[src/rtl/llr_magnitude_minfind_seq_if.sv]
// Beat/result bundle for llr_magnitude_minfind_seq.
// master: the producer of LLR beats that also consumes the codeword results.
// slave : the magnitude / min-find block itself.
interface llr_magnitude_minfind_seq_if #(
  parameter int LLR_LEN     = 4,
  parameter int PARALLELISM = 1,
  parameter int CODE_LEN    = 255,
  parameter int NUM_MIN     = 2
);
  localparam int MAG_LEN = LLR_LEN - 1;
  localparam int IDX_LEN = $clog2(CODE_LEN);

  logic                           in_ctr_en;
  logic                           in_ctr_init;
  logic                           in_ctr_done;
  logic [LLR_LEN*PARALLELISM-1:0] in_llr;
  logic [MAG_LEN*PARALLELISM-1:0] out_llr_mag;
  logic [PARALLELISM-1:0]         out_hd;
  logic                           out_parity;
  logic [MAG_LEN*NUM_MIN-1:0]     out_min_mag;
  logic [IDX_LEN*NUM_MIN-1:0]     out_min_idx;
  logic                           out_valid;

  modport master (
    output in_ctr_en, in_ctr_init, in_ctr_done, in_llr,
    input  out_llr_mag, out_hd, out_parity, out_min_mag, out_min_idx, out_valid
  );

  modport slave (
    input  in_ctr_en, in_ctr_init, in_ctr_done, in_llr,
    output out_llr_mag, out_hd, out_parity, out_min_mag, out_min_idx, out_valid
  );
endinterface

[src/rtl/llr_magnitude_minfind_seq.sv]
// LLR to saturated magnitude / hard decision, with per-codeword parity and
// a sorted list of the NUM_MIN least-reliable positions.
// Optional macro LLR_MAG_PARITY_EN: when defined the parity accumulator is
// built; otherwise out_parity is tied low.
module llr_magnitude_minfind_seq #(
  parameter int LLR_LEN     = 4,
  parameter int PARALLELISM = 1,
  parameter int CODE_LEN    = 255,
  parameter int NUM_MIN     = 2
) (
  input logic                      clk,
  input logic                      in_ctr_Arst_n,
  llr_magnitude_minfind_seq_if.slave bus
);
  localparam int MAG_LEN = LLR_LEN - 1;
  localparam int IDX_LEN = $clog2(CODE_LEN);
  localparam int NBEATS  = (CODE_LEN + PARALLELISM - 1) / PARALLELISM;
  localparam int CW      = $clog2(NBEATS + 1);
  // wide enough for the largest lane index of a saturated counter
  localparam int BW      = $clog2(NBEATS*PARALLELISM + PARALLELISM);

  logic [MAG_LEN-1:0]             lane_mag [PARALLELISM];
  logic [PARALLELISM-1:0]         lane_hd;
  logic [BW-1:0]                  lane_idx [PARALLELISM];
  logic [PARALLELISM-1:0]         lane_ok;
  logic [BW-1:0]                  base_idx;

  logic [CW-1:0]                  cnt_q;
  logic [MAG_LEN-1:0]             min_mag_q [NUM_MIN];
  logic [IDX_LEN-1:0]             min_idx_q [NUM_MIN];
  logic [NUM_MIN-1:0]             min_vld_q;

  logic [MAG_LEN-1:0]             ins_mag [NUM_MIN];
  logic [IDX_LEN-1:0]             ins_idx [NUM_MIN];
  logic [NUM_MIN-1:0]             ins_vld;
  logic [MAG_LEN-1:0]             c_mag, t_mag;
  logic [IDX_LEN-1:0]             c_idx, t_idx;
  logic                           c_vld, t_vld, shifting;

  logic [MAG_LEN*PARALLELISM-1:0] out_llr_mag_q;
  logic [PARALLELISM-1:0]         out_hd_q;
  logic [MAG_LEN*NUM_MIN-1:0]     out_min_mag_q;
  logic [IDX_LEN*NUM_MIN-1:0]     out_min_idx_q;
  logic                           out_valid_q;

  // per-lane |llr| with the most negative code saturated to all-ones
  always_comb begin
    for (int i = 0; i < PARALLELISM; i++) begin
      lane_hd[i] = bus.in_llr[LLR_LEN*i + MAG_LEN];
      if (!lane_hd[i])
        lane_mag[i] = bus.in_llr[LLR_LEN*i +: MAG_LEN];
      else if (bus.in_llr[LLR_LEN*i +: MAG_LEN] == '0)
        lane_mag[i] = '1;
      else
        lane_mag[i] = ~bus.in_llr[LLR_LEN*i +: MAG_LEN] + 1'b1;
    end
  end

  // bit index of each lane; lanes at or beyond CODE_LEN are padding
  always_comb begin
    base_idx = bus.in_ctr_init ? '0 : BW'(cnt_q) * BW'(PARALLELISM);
    for (int i = 0; i < PARALLELISM; i++) begin
      lane_idx[i] = base_idx + BW'(i);
      lane_ok[i]  = lane_idx[i] < BW'(CODE_LEN);
    end
  end

  // chained sorted insertion of this beat's lanes, lane 0 first; once a
  // candidate lands, every later entry shifts down one slot
  always_comb begin
    c_mag    = '0;
    c_idx    = '0;
    c_vld    = 1'b0;
    t_mag    = '0;
    t_idx    = '0;
    t_vld    = 1'b0;
    shifting = 1'b0;
    for (int j = 0; j < NUM_MIN; j++) begin
      ins_mag[j] = bus.in_ctr_init ? '0 : min_mag_q[j];
      ins_idx[j] = bus.in_ctr_init ? '0 : min_idx_q[j];
      ins_vld[j] = bus.in_ctr_init ? 1'b0 : min_vld_q[j];
    end
    for (int i = 0; i < PARALLELISM; i++) begin
      if (lane_ok[i]) begin
        c_mag    = lane_mag[i];
        c_idx    = IDX_LEN'(lane_idx[i]);
        c_vld    = 1'b1;
        shifting = 1'b0;
        for (int j = 0; j < NUM_MIN; j++) begin
          if (shifting || !ins_vld[j] || (c_mag < ins_mag[j])) begin
            t_mag      = ins_mag[j];
            t_idx      = ins_idx[j];
            t_vld      = ins_vld[j];
            ins_mag[j] = c_mag;
            ins_idx[j] = c_idx;
            ins_vld[j] = c_vld;
            c_mag      = t_mag;
            c_idx      = t_idx;
            c_vld      = t_vld;
            shifting   = 1'b1;
          end
        end
      end
    end
  end

`ifdef LLR_MAG_PARITY_EN
  logic par_q, par_d, out_parity_q;

  // hard-decision parity of the non-padding lanes, restarted on init
  always_comb begin
    par_d = bus.in_ctr_init ? 1'b0 : par_q;
    for (int i = 0; i < PARALLELISM; i++)
      if (lane_ok[i]) par_d = par_d ^ lane_hd[i];
  end

  // parity accumulator and its codeword result register
  always_ff @(posedge clk or negedge in_ctr_Arst_n) begin
    if (!in_ctr_Arst_n) begin
      par_q        <= 1'b0;
      out_parity_q <= 1'b0;
    end else if (bus.in_ctr_en) begin
      par_q <= par_d;
      if (bus.in_ctr_done) out_parity_q <= par_d;
    end
  end

  assign bus.out_parity = out_parity_q;
`else
  assign bus.out_parity = 1'b0;
`endif

  // beat counter, min list, per-beat outputs and codeword result registers
  always_ff @(posedge clk or negedge in_ctr_Arst_n) begin
    if (!in_ctr_Arst_n) begin
      cnt_q         <= '0;
      min_vld_q     <= '0;
      out_llr_mag_q <= '0;
      out_hd_q      <= '0;
      out_min_mag_q <= '0;
      out_min_idx_q <= '0;
      out_valid_q   <= 1'b0;
      for (int j = 0; j < NUM_MIN; j++) begin
        min_mag_q[j] <= '0;
        min_idx_q[j] <= '0;
      end
    end else begin
      out_valid_q <= bus.in_ctr_en & bus.in_ctr_done;
      if (bus.in_ctr_en) begin
        for (int i = 0; i < PARALLELISM; i++)
          out_llr_mag_q[MAG_LEN*i +: MAG_LEN] <= lane_mag[i];
        out_hd_q <= lane_hd;
        if (bus.in_ctr_init)
          cnt_q <= CW'(1);
        else if (cnt_q < CW'(NBEATS))
          cnt_q <= cnt_q + CW'(1);
        min_vld_q <= ins_vld;
        for (int j = 0; j < NUM_MIN; j++) begin
          min_mag_q[j] <= ins_mag[j];
          min_idx_q[j] <= ins_idx[j];
        end
        if (bus.in_ctr_done) begin
          // still-empty slots report all-ones so consumers see "no position"
          for (int j = 0; j < NUM_MIN; j++) begin
            out_min_mag_q[MAG_LEN*j +: MAG_LEN] <= ins_vld[j] ? ins_mag[j] : '1;
            out_min_idx_q[IDX_LEN*j +: IDX_LEN] <= ins_vld[j] ? ins_idx[j] : '1;
          end
        end
      end
    end
  end

  assign bus.out_llr_mag = out_llr_mag_q;
  assign bus.out_hd      = out_hd_q;
  assign bus.out_min_mag = out_min_mag_q;
  assign bus.out_min_idx = out_min_idx_q;
  assign bus.out_valid   = out_valid_q;
endmodule
[src/flat_wrapper.sv]
// flat-port wrapper written by rule: the top's interface ports become plain ports
module llr_magnitude_minfind_seq_flat 
#(
  parameter int LLR_LEN     = 4,
  parameter int PARALLELISM = 1,
  parameter int CODE_LEN    = 255,
  parameter int NUM_MIN     = 2
)
  (clk, in_ctr_Arst_n, bus_in_ctr_en, bus_in_ctr_init, bus_in_ctr_done, bus_in_llr, bus_out_llr_mag, bus_out_hd, bus_out_parity, bus_out_min_mag, bus_out_min_idx, bus_out_valid);
  llr_magnitude_minfind_seq_if #(.LLR_LEN(LLR_LEN), .PARALLELISM(PARALLELISM), .CODE_LEN(CODE_LEN), .NUM_MIN(NUM_MIN)) bus_i ();
  input logic clk;
  input logic in_ctr_Arst_n;
  input wire logic [$bits(bus_i.in_ctr_en)-1:0] bus_in_ctr_en;
  input wire logic [$bits(bus_i.in_ctr_init)-1:0] bus_in_ctr_init;
  input wire logic [$bits(bus_i.in_ctr_done)-1:0] bus_in_ctr_done;
  input wire logic [$bits(bus_i.in_llr)-1:0] bus_in_llr;
  output wire logic [$bits(bus_i.out_llr_mag)-1:0] bus_out_llr_mag;
  output wire logic [$bits(bus_i.out_hd)-1:0] bus_out_hd;
  output wire logic [$bits(bus_i.out_parity)-1:0] bus_out_parity;
  output wire logic [$bits(bus_i.out_min_mag)-1:0] bus_out_min_mag;
  output wire logic [$bits(bus_i.out_min_idx)-1:0] bus_out_min_idx;
  output wire logic [$bits(bus_i.out_valid)-1:0] bus_out_valid;
  assign bus_i.in_ctr_en = bus_in_ctr_en;
  assign bus_i.in_ctr_init = bus_in_ctr_init;
  assign bus_i.in_ctr_done = bus_in_ctr_done;
  assign bus_i.in_llr = bus_in_llr;
  assign bus_out_llr_mag = bus_i.out_llr_mag;
  assign bus_out_hd = bus_i.out_hd;
  assign bus_out_parity = bus_i.out_parity;
  assign bus_out_min_mag = bus_i.out_min_mag;
  assign bus_out_min_idx = bus_i.out_min_idx;
  assign bus_out_valid = bus_i.out_valid;
  llr_magnitude_minfind_seq #(.LLR_LEN(LLR_LEN), .PARALLELISM(PARALLELISM), .CODE_LEN(CODE_LEN), .NUM_MIN(NUM_MIN)) u_core (.clk(clk), .in_ctr_Arst_n(in_ctr_Arst_n), .bus(bus_i));
endmodule
[config.mk]
export PLATFORM = sky130hd
export DESIGN_NAME = llr_magnitude_minfind_seq_flat
export DESIGN_NICKNAME = d
export VERILOG_FILES = /design/src/rtl/llr_magnitude_minfind_seq_if.sv /design/src/rtl/llr_magnitude_minfind_seq.sv /design/src/flat_wrapper.sv
export SDC_FILE = /design/constraint.sdc
export NUM_CORES = 1
export LEC_CHECK = 0
export ABC_AREA = 1
export ABC_CLOCK_PERIOD_IN_PS = 2390
export CORE_MARGIN = 2
export CORE_UTILIZATION = 48
export CTS_BUF_LIST = sky130_fd_sc_hd__clkbuf_8
export DETAILED_ROUTE_END_ITERATION = 8
export PLACE_DENSITY = 0.72
export SLEW_MARGIN = 25
export SYNTH_ARGS = -nofsm -noshare
export SYNTH_HDL_FRONTEND = slang
export SYNTH_SLANG_ARGS = --single-unit
[constraint.sdc]
create_clock -name clk -period 2.39 [get_ports clk]
set_input_delay 0.478 -clock clk [delete_from_list [all_inputs] [get_ports clk]]
set_output_delay 0.478 -clock clk [all_outputs]
set_load 0.05 [all_outputs]
==> results.cfg, run 1 <==
[run_status]
outcome = finished with violations
failed_checks = setup timing

[setup_path]
end_kind = flip-flop
crit_path_top_delay_cell = ha_1
rr_startpoint = u_core.min_mag_q[5]
cp-startpoint = bus_in_llr[1]
slowest_delay_ns = 0.29
crit_top_cell = nand2_2
cp.required_ns = 2.65
critical_path_class = in2reg
crit_arrival_ns = 3.00
crit_fanout = 6
start_kind = input pin

[layout]
area_growth_pct = 49.61
diodes = 0
fillers = 469
nNetsFinal = 573
layout_common_cells = inv_1, nand2_1, buf_4
drive_gt1_share_pct = 35.17
final_area_um2 = 4992
layout.cells.most_common = inv_1

[yosys]
synthCells = 462
yosys_warnings = 0
ys.flop_type = dfrtp_1
ys_ff_latch = 59
syn_avg_cell_area_um2 = 7.223
synth_edf_count = 0
syn-cell-area_um2 = 3337
async_flop_share_pct = 100.0
synth_cell_types = 28
ys_seq_area_share_pct = 44.24
synthesis.nets = 477

[job]
drv_cap = 0

[detailed_routing]
postRouteWirelength_mm = 10.90
via_count = 3506
wl_per_cell_um = 16.94
drt_iter0_markers = 259
drc = 0
via_per_inst = 5.453
route.antenna.remaining_nets = 0
first_pass_iters = 5

[cts]
numCtsBuffers = 9
insertion_delay_ns = 0.36
root_buffer = clkbuf_8
cts-hold-fix-buffers = 0
clock-sinks = 59
clk_pin_slew_worst_paths_ns = 0.08
clk_path_buf_depth = 2
h-tree-depth = 3
cts_tree = built

[timing]
fin_worst_skew_ns = 0.01141
rsz0062_at_grt = true
setup_viol = 40
slew_viol_final = 0
worst_slack_ns = -0.3557
timing.slew.headroom_pct = 58.13
timing.fmax_mhz = 364.2
holdWs_ns = 0.1384
period_needed_ns = 2.746
fin_crit_sh_pct = 114.9
finalHoldViolations = 0
tightest_slew_ns = 0.6280

[placement]
portBuffers = 35
place_ws_ns = -1.190
gp_congestion = 0.8615
placement.cell_area_um2 = 4161
hpwl_mm = 5.809

[die]
ioPinCount = 37
die_area_um2 = 7635
core_area_um2 = 6756
start_util_pct = 49.39
num_rows = 30
die_w_um = 87.38
dieHeight_um = 87.38

[global_routing]
grt_pass1_vias = 3516
grt_max_degree = 35
grt_pass1_wl_mm = 16.66
grt-ovfl-total = 0
antenna_found_initial = 0
grt_usage_pct = 28.27

[power_and_ir_drop]
p_leak_nw = 2.410
powerDensity_nw_per_um2 = 684.0
power_mw = 3.415
vdd_drop_max_mv = 0.4900

[hold_path]
hp-class = in2async
==> stage by stage <==
step                cells  TNS [ns]  util (%)
floorplan             462    -9.167         -
global placement      610    -39.86     61.59
detailed placement    610    -43.52     61.59
CTS                   642    -4.729     70.63
global route          643    -13.68     73.89
finish                643    -7.793     73.89
==> cells by family after synthesis <==
| kind of cell | share of synthesized area (%) |
|---|---|
| DFF | 44.24 |
| other | 0.1124 |
| AOI/OAI and AO/OA | 12.00 |
| adders and majority gates | 2.250 |
| buffers and inverters | 13.65 |
| and+or+nand+nor | 27.75 |
==> final timing paths <==
kind,end,slack [ns],depth (start not counted)
max in group asynchronous,u_core.min_mag_q[5],1.63,2
setup / recovery,u_core.bus.out_min_idx[9],-0.36,25
hold / removal,u_core.min_idx_q[6],0.14,1
min in group clk,u_core.min_idx_q[12],0.49,2
setup reg to reg,u_core.bus.out_min_idx[9],-0.22,23
hold reg to reg,u_core.min_idx_q[12],0.49,2
==> critical path, delay by kind of cell <==
family                     cells  cell delay (ns)
AOI/OAI and AO/OA              2             0.22
buffers and inverters          6             0.42
and+or+nand+nor               14             1.14
adders and majority gates      3             0.75
==> flip-flops by register name (all words and copies together), names as in the netlist <==
| signal | count |
|---|---|
| u_core.min_vld_q | 2 |
| u_core.min_idx_q | 16 |
| u_core.bus.out_valid | 1 |
| u_core.min_mag_q | 6 |
| u_core.cnt_q | 8 |
| u_core.bus.out_llr_mag | 3 |
| u_core.bus.out_min_mag | 6 |
| u_core.bus.out_hd | 1 |
| u_core.bus.out_min_idx | 16 |
==> routing by layer <==
metal	global-route usage [%]	share of wire (%)	routed length, um
met1	34.80	40	4325
met2	46.97	51	5527
met3	5.308	6.1	666
met4	14.69	3.5	377
met5	0	0	0
==> area by class of cell <==
| type | instances | area (um^2) | share of cell area [%] |
|---|---|---|---|
| multi-input combinational | 293 | 1893 | 37.92 |
| sequential | 59 | 1476 | 29.57 |
| timing repair buffer | 104 | 932.1 | 18.67 |
| inverter | 91 | 364.1 | 7.293 |
| clock buffer | 10 | 137.6 | 2.757 |
| tap | 80 | 100.1 | 2.005 |
| clock inverter | 6 | 88.84 | 1.779 |
==> power by group <==
group          total (mW)  internal, mW  switching [mW]
clock network        1.05         0.615           0.434
registers            1.19          1.12          0.0639
logic                1.18         0.450           0.729
total                3.41          2.19            1.23
==> synthesized netlist by cell type (5+ instances only) <==
| library cell | instances | area, um^2 |
|---|---|---|
| nand2_1 | 98 | 367.9 |
| inv_1 | 87 | 326.6 |
| dfrtp_1 | 59 | 1476 |
| nand3_1 | 52 | 260.3 |
| o21ai_0 | 42 | 210.2 |
| nor2_1 | 32 | 120.1 |
| a21oi_1 | 11 | 55.05 |
| clkbuf_1 | 11 | 41.29 |
| or2_2 | 11 | 68.82 |
| o22ai_1 | 10 | 62.56 |
| o21ai_1 | 9 | 45.04 |
| ha_1 | 6 | 75.07 |
| nand2_2 | 5 | 31.28 |
==> repair_timing <==
item / CTS / global route
cloned: 4 / 0
buffers inserted: 12 / 4
hold endpoints to repair: 0 / 0
pin swaps: 26 / 27
setup endpoints to repair: 44 / 44
gates resized for setup: 59 / 65
(Power assumes the default switching activity.)
==> inputs of run 2 (changes only) <==
--- a/config.mk
+++ b/config.mk
@@ -7,6 +7,7 @@
 export LEC_CHECK = 0
 export ABC_AREA = 1
 export ABC_CLOCK_PERIOD_IN_PS = 2390
+export CORE_ASPECT_RATIO = 0.6
 export CORE_MARGIN = 2
 export CORE_UTILIZATION = 48
 export CTS_BUF_LIST = sky130_fd_sc_hd__clkbuf_8
==> results.cfg, run 2 (same netlist as run 1, synthesis figures left out) <==
[run_status]
outcome = finished with violations
failed_checks = setup timing

[timing]
tightest_slew_ns = 0.5186
setup_viol = 31
finalHoldViolations = 0
timing.fmax_mhz = 377.2
timing.slew.headroom_pct = 65.32
fin_crit_sh_pct = 110.9
slew_viol_final = 0
rsz0062_at_grt = true
period_needed_ns = 2.651
holdWs_ns = 0.1321
worst_slack_ns = -0.2614
fin_worst_skew_ns = 0.008815

[detailed_routing]
routed-wl-met2_mm = 4.407
first_pass_iters = 5
routed.top_layer = met4
route.antenna.remaining_nets = 0
postRouteWirelength_mm = 9.661
met1_length_mm = 4.562
wl_per_cell_um = 15.26
drt_iter0_markers = 235
drc = 0
via_count = 3335
via_per_inst = 5.269
wl_met3_um = 540

[die]
die_area_um2 = 7657
start_util_pct = 49.77
die_w_um = 111.6
dieHeight_um = 68.59
core_area_um2 = 6705
ioPinCount = 37
num_rows = 23

[setup_path]
path_cells = buf_8 -> inv_12 -> ha_4 -> o21ai_4 -> nand2_4 -> ha_4 -> nand2_2 -> inv_2 -> nand2_2 -> nand2_2 -> nand2_4 -> nand3_2 -> o21ai_2 -> ha_1 -> nand2_1 -> inv_1 -> nand2_1 -> nand2_2 -> nand2_8 -> buf_6 -> nand3_1 -> nand3_1 -> o21ai_1
critical_path_class = in2reg
crit_fanout = 6
cp.depth = 23
cp-startpoint = bus_in_llr[0]
cp_top_family = simple AND/OR/NAND/NOR gates
ff2ff_path_depth = 21
crit_top_cell = nand2_2
cp_num_buf_inv = 5
crit_arrival_ns = 2.87
slowest_delay_ns = 0.29
cp.required_ns = 2.61
end_kind = flip-flop
start_kind = input pin
crit_path_top_delay_cell = ha_1
rr_startpoint = u_core.min_mag_q[5]

[global_routing]
grt_max_degree = 60
grt_pass1_vias = 3193
grt_pass1_wl_mm = 15.32
grt-ovfl-total = 0
grt_usage_pct = 25.87
antenna_found_initial = 0

[layout]
area_growth_pct = 40.50
layout.cells.most_common = nand2_1
diodes = 0
utilization_pct = 69.92
layout_common_cells = nand2_1, inv_1, dfrtp_1
nNetsFinal = 558
drive_gt1_share_pct = 27.66
fin_cells = 633

[power_and_ir_drop]
p_leak_nw = 2.228
powerDensity_nw_per_um2 = 686.6
vdd_drop_max_mv = 0.4715

[cts]
h-tree-depth = 3
clk_pin_slew_worst_paths_ns = 0.06
insertion_delay_ns = 0.35
clk_path_buf_depth = 2
numCtsBuffers = 9
cts_tree = built
clock-sinks = 59
root_buffer = clkbuf_8
cts-hold-fix-buffers = 0

[placement]
place_inst = 611
hpwl_mm = 6.064
portBuffers = 35
gp_congestion = 0.8980

[job]
drv_cap = 0

[hold_path]
hp-class = in2async
-- run 2: cell count changes in the layout (fill, tap and decap cells not counted), moves of 3 or more --
cell | previous run | this run
nand3_2 | 34 | 14
buf_4 | 62 | 49
buf_12 | 5 | 2
nand3_4 | 8 | 3
nand3_1 | 11 | 36
o21ai_2 | 5 | 1
nand2_2 | 19 | 13
nand2_1 | 78 | 85
-- run 2: routing by layer --
| metal | vias to the layer above | global-route usage [%] |
|---|---|---|
| li1 | 1606 | - |
| met1 | 1608 | 34.27 |
| met2 | 106 | 41.29 |
| met3 | 15 | 7.343 |
| met4 | 0 | 9.568 |
| met5 | - | 0 |
-- run 2: final timing paths --
check	end	slack [ns]
max in group asynchronous	u_core.bus.out_min_idx[3]	2.00
max reg2reg	u_core.min_mag_q[0]	-0.15
min in group clk	u_core.bus.out_hd	0.49
max	u_core.min_mag_q[0]	-0.26
min reg2reg	u_core.min_vld_q[1]	0.50
min	u_core.bus.out_hd	0.13
-- run 2: layout make-up --
| cell class | instances | area, um^2 |
|---|---|---|
| inverters | 91 | 361.6 |
| well taps | 87 | 108.9 |
| multi-input cells | 292 | 1732 |
| clock inverters | 2 | 35.03 |
| fillers | 507 | 2017 |
| repair buffers | 90 | 809.5 |
| clock buffers | 12 | 165.2 |
| flip-flops and latches | 59 | 1476 |
-- run 2: stage by stage --
stage	setup TNS (ns)	setup WS, ns	total power [mW]	area, um^2
after detailed placement	-46.98	-1.242	2.161	4125
after global placement	-41.86	-1.099	2.134	4125
after floorplan	-9.167	-0.4453	1.815	3425
after CTS	-5.372	-0.2770	3.172	4539
after global routing	-7.982	-0.3251	3.380	4688
final	-4.999	-0.2614	3.219	4688
-- run 2: worst register-to-register path, stage by stage, from the launching register on --
cell	delay [ns]
dfrtp_1	0.33
inv_1	0.07
nor2_4	0.12
inv_1	0.07
ha_4	0.28
nand2_2	0.06
inv_2	0.05
nand2_2	0.04
nand2_2	0.08
nand2_4	0.10
nand3_2	0.08
o21ai_2	0.07
ha_1	0.29
nand2_1	0.06
inv_1	0.04
nand2_1	0.06
nand2_2	0.09
nand2_8	0.13
buf_6	0.16
nand3_1	0.10
nand3_1	0.09
o21ai_1	0.07
-- run 2: timing repair --
item,CTS,global route
endpoints found under the setup margin,46,44
pin swaps,21,21
setup buffers,4,3
cloned,2,1
resized for setup,51,39
-- run 2: where the power goes --
group	internal (mW)	total (mW)	switching (mW)
Combinational	0.410	1.09	0.680
Clock	0.553	0.945	0.392
Sequential	1.12	1.18	0.0611
Total	2.09	3.22	1.13
==> inputs of run 3 (changes only) <==
--- a/config.mk
+++ b/config.mk
@@ -12,6 +12,7 @@
 export CORE_UTILIZATION = 48
 export CTS_BUF_LIST = sky130_fd_sc_hd__clkbuf_8
 export DETAILED_ROUTE_END_ITERATION = 8
+export HOLD_SLACK_MARGIN = 0.03
 export PLACE_DENSITY = 0.72
 export SLEW_MARGIN = 25
 export SYNTH_ARGS = -nofsm -noshare
==> results of run 3 <==
Final layout, timing and power as in run 2 (identical DEF).
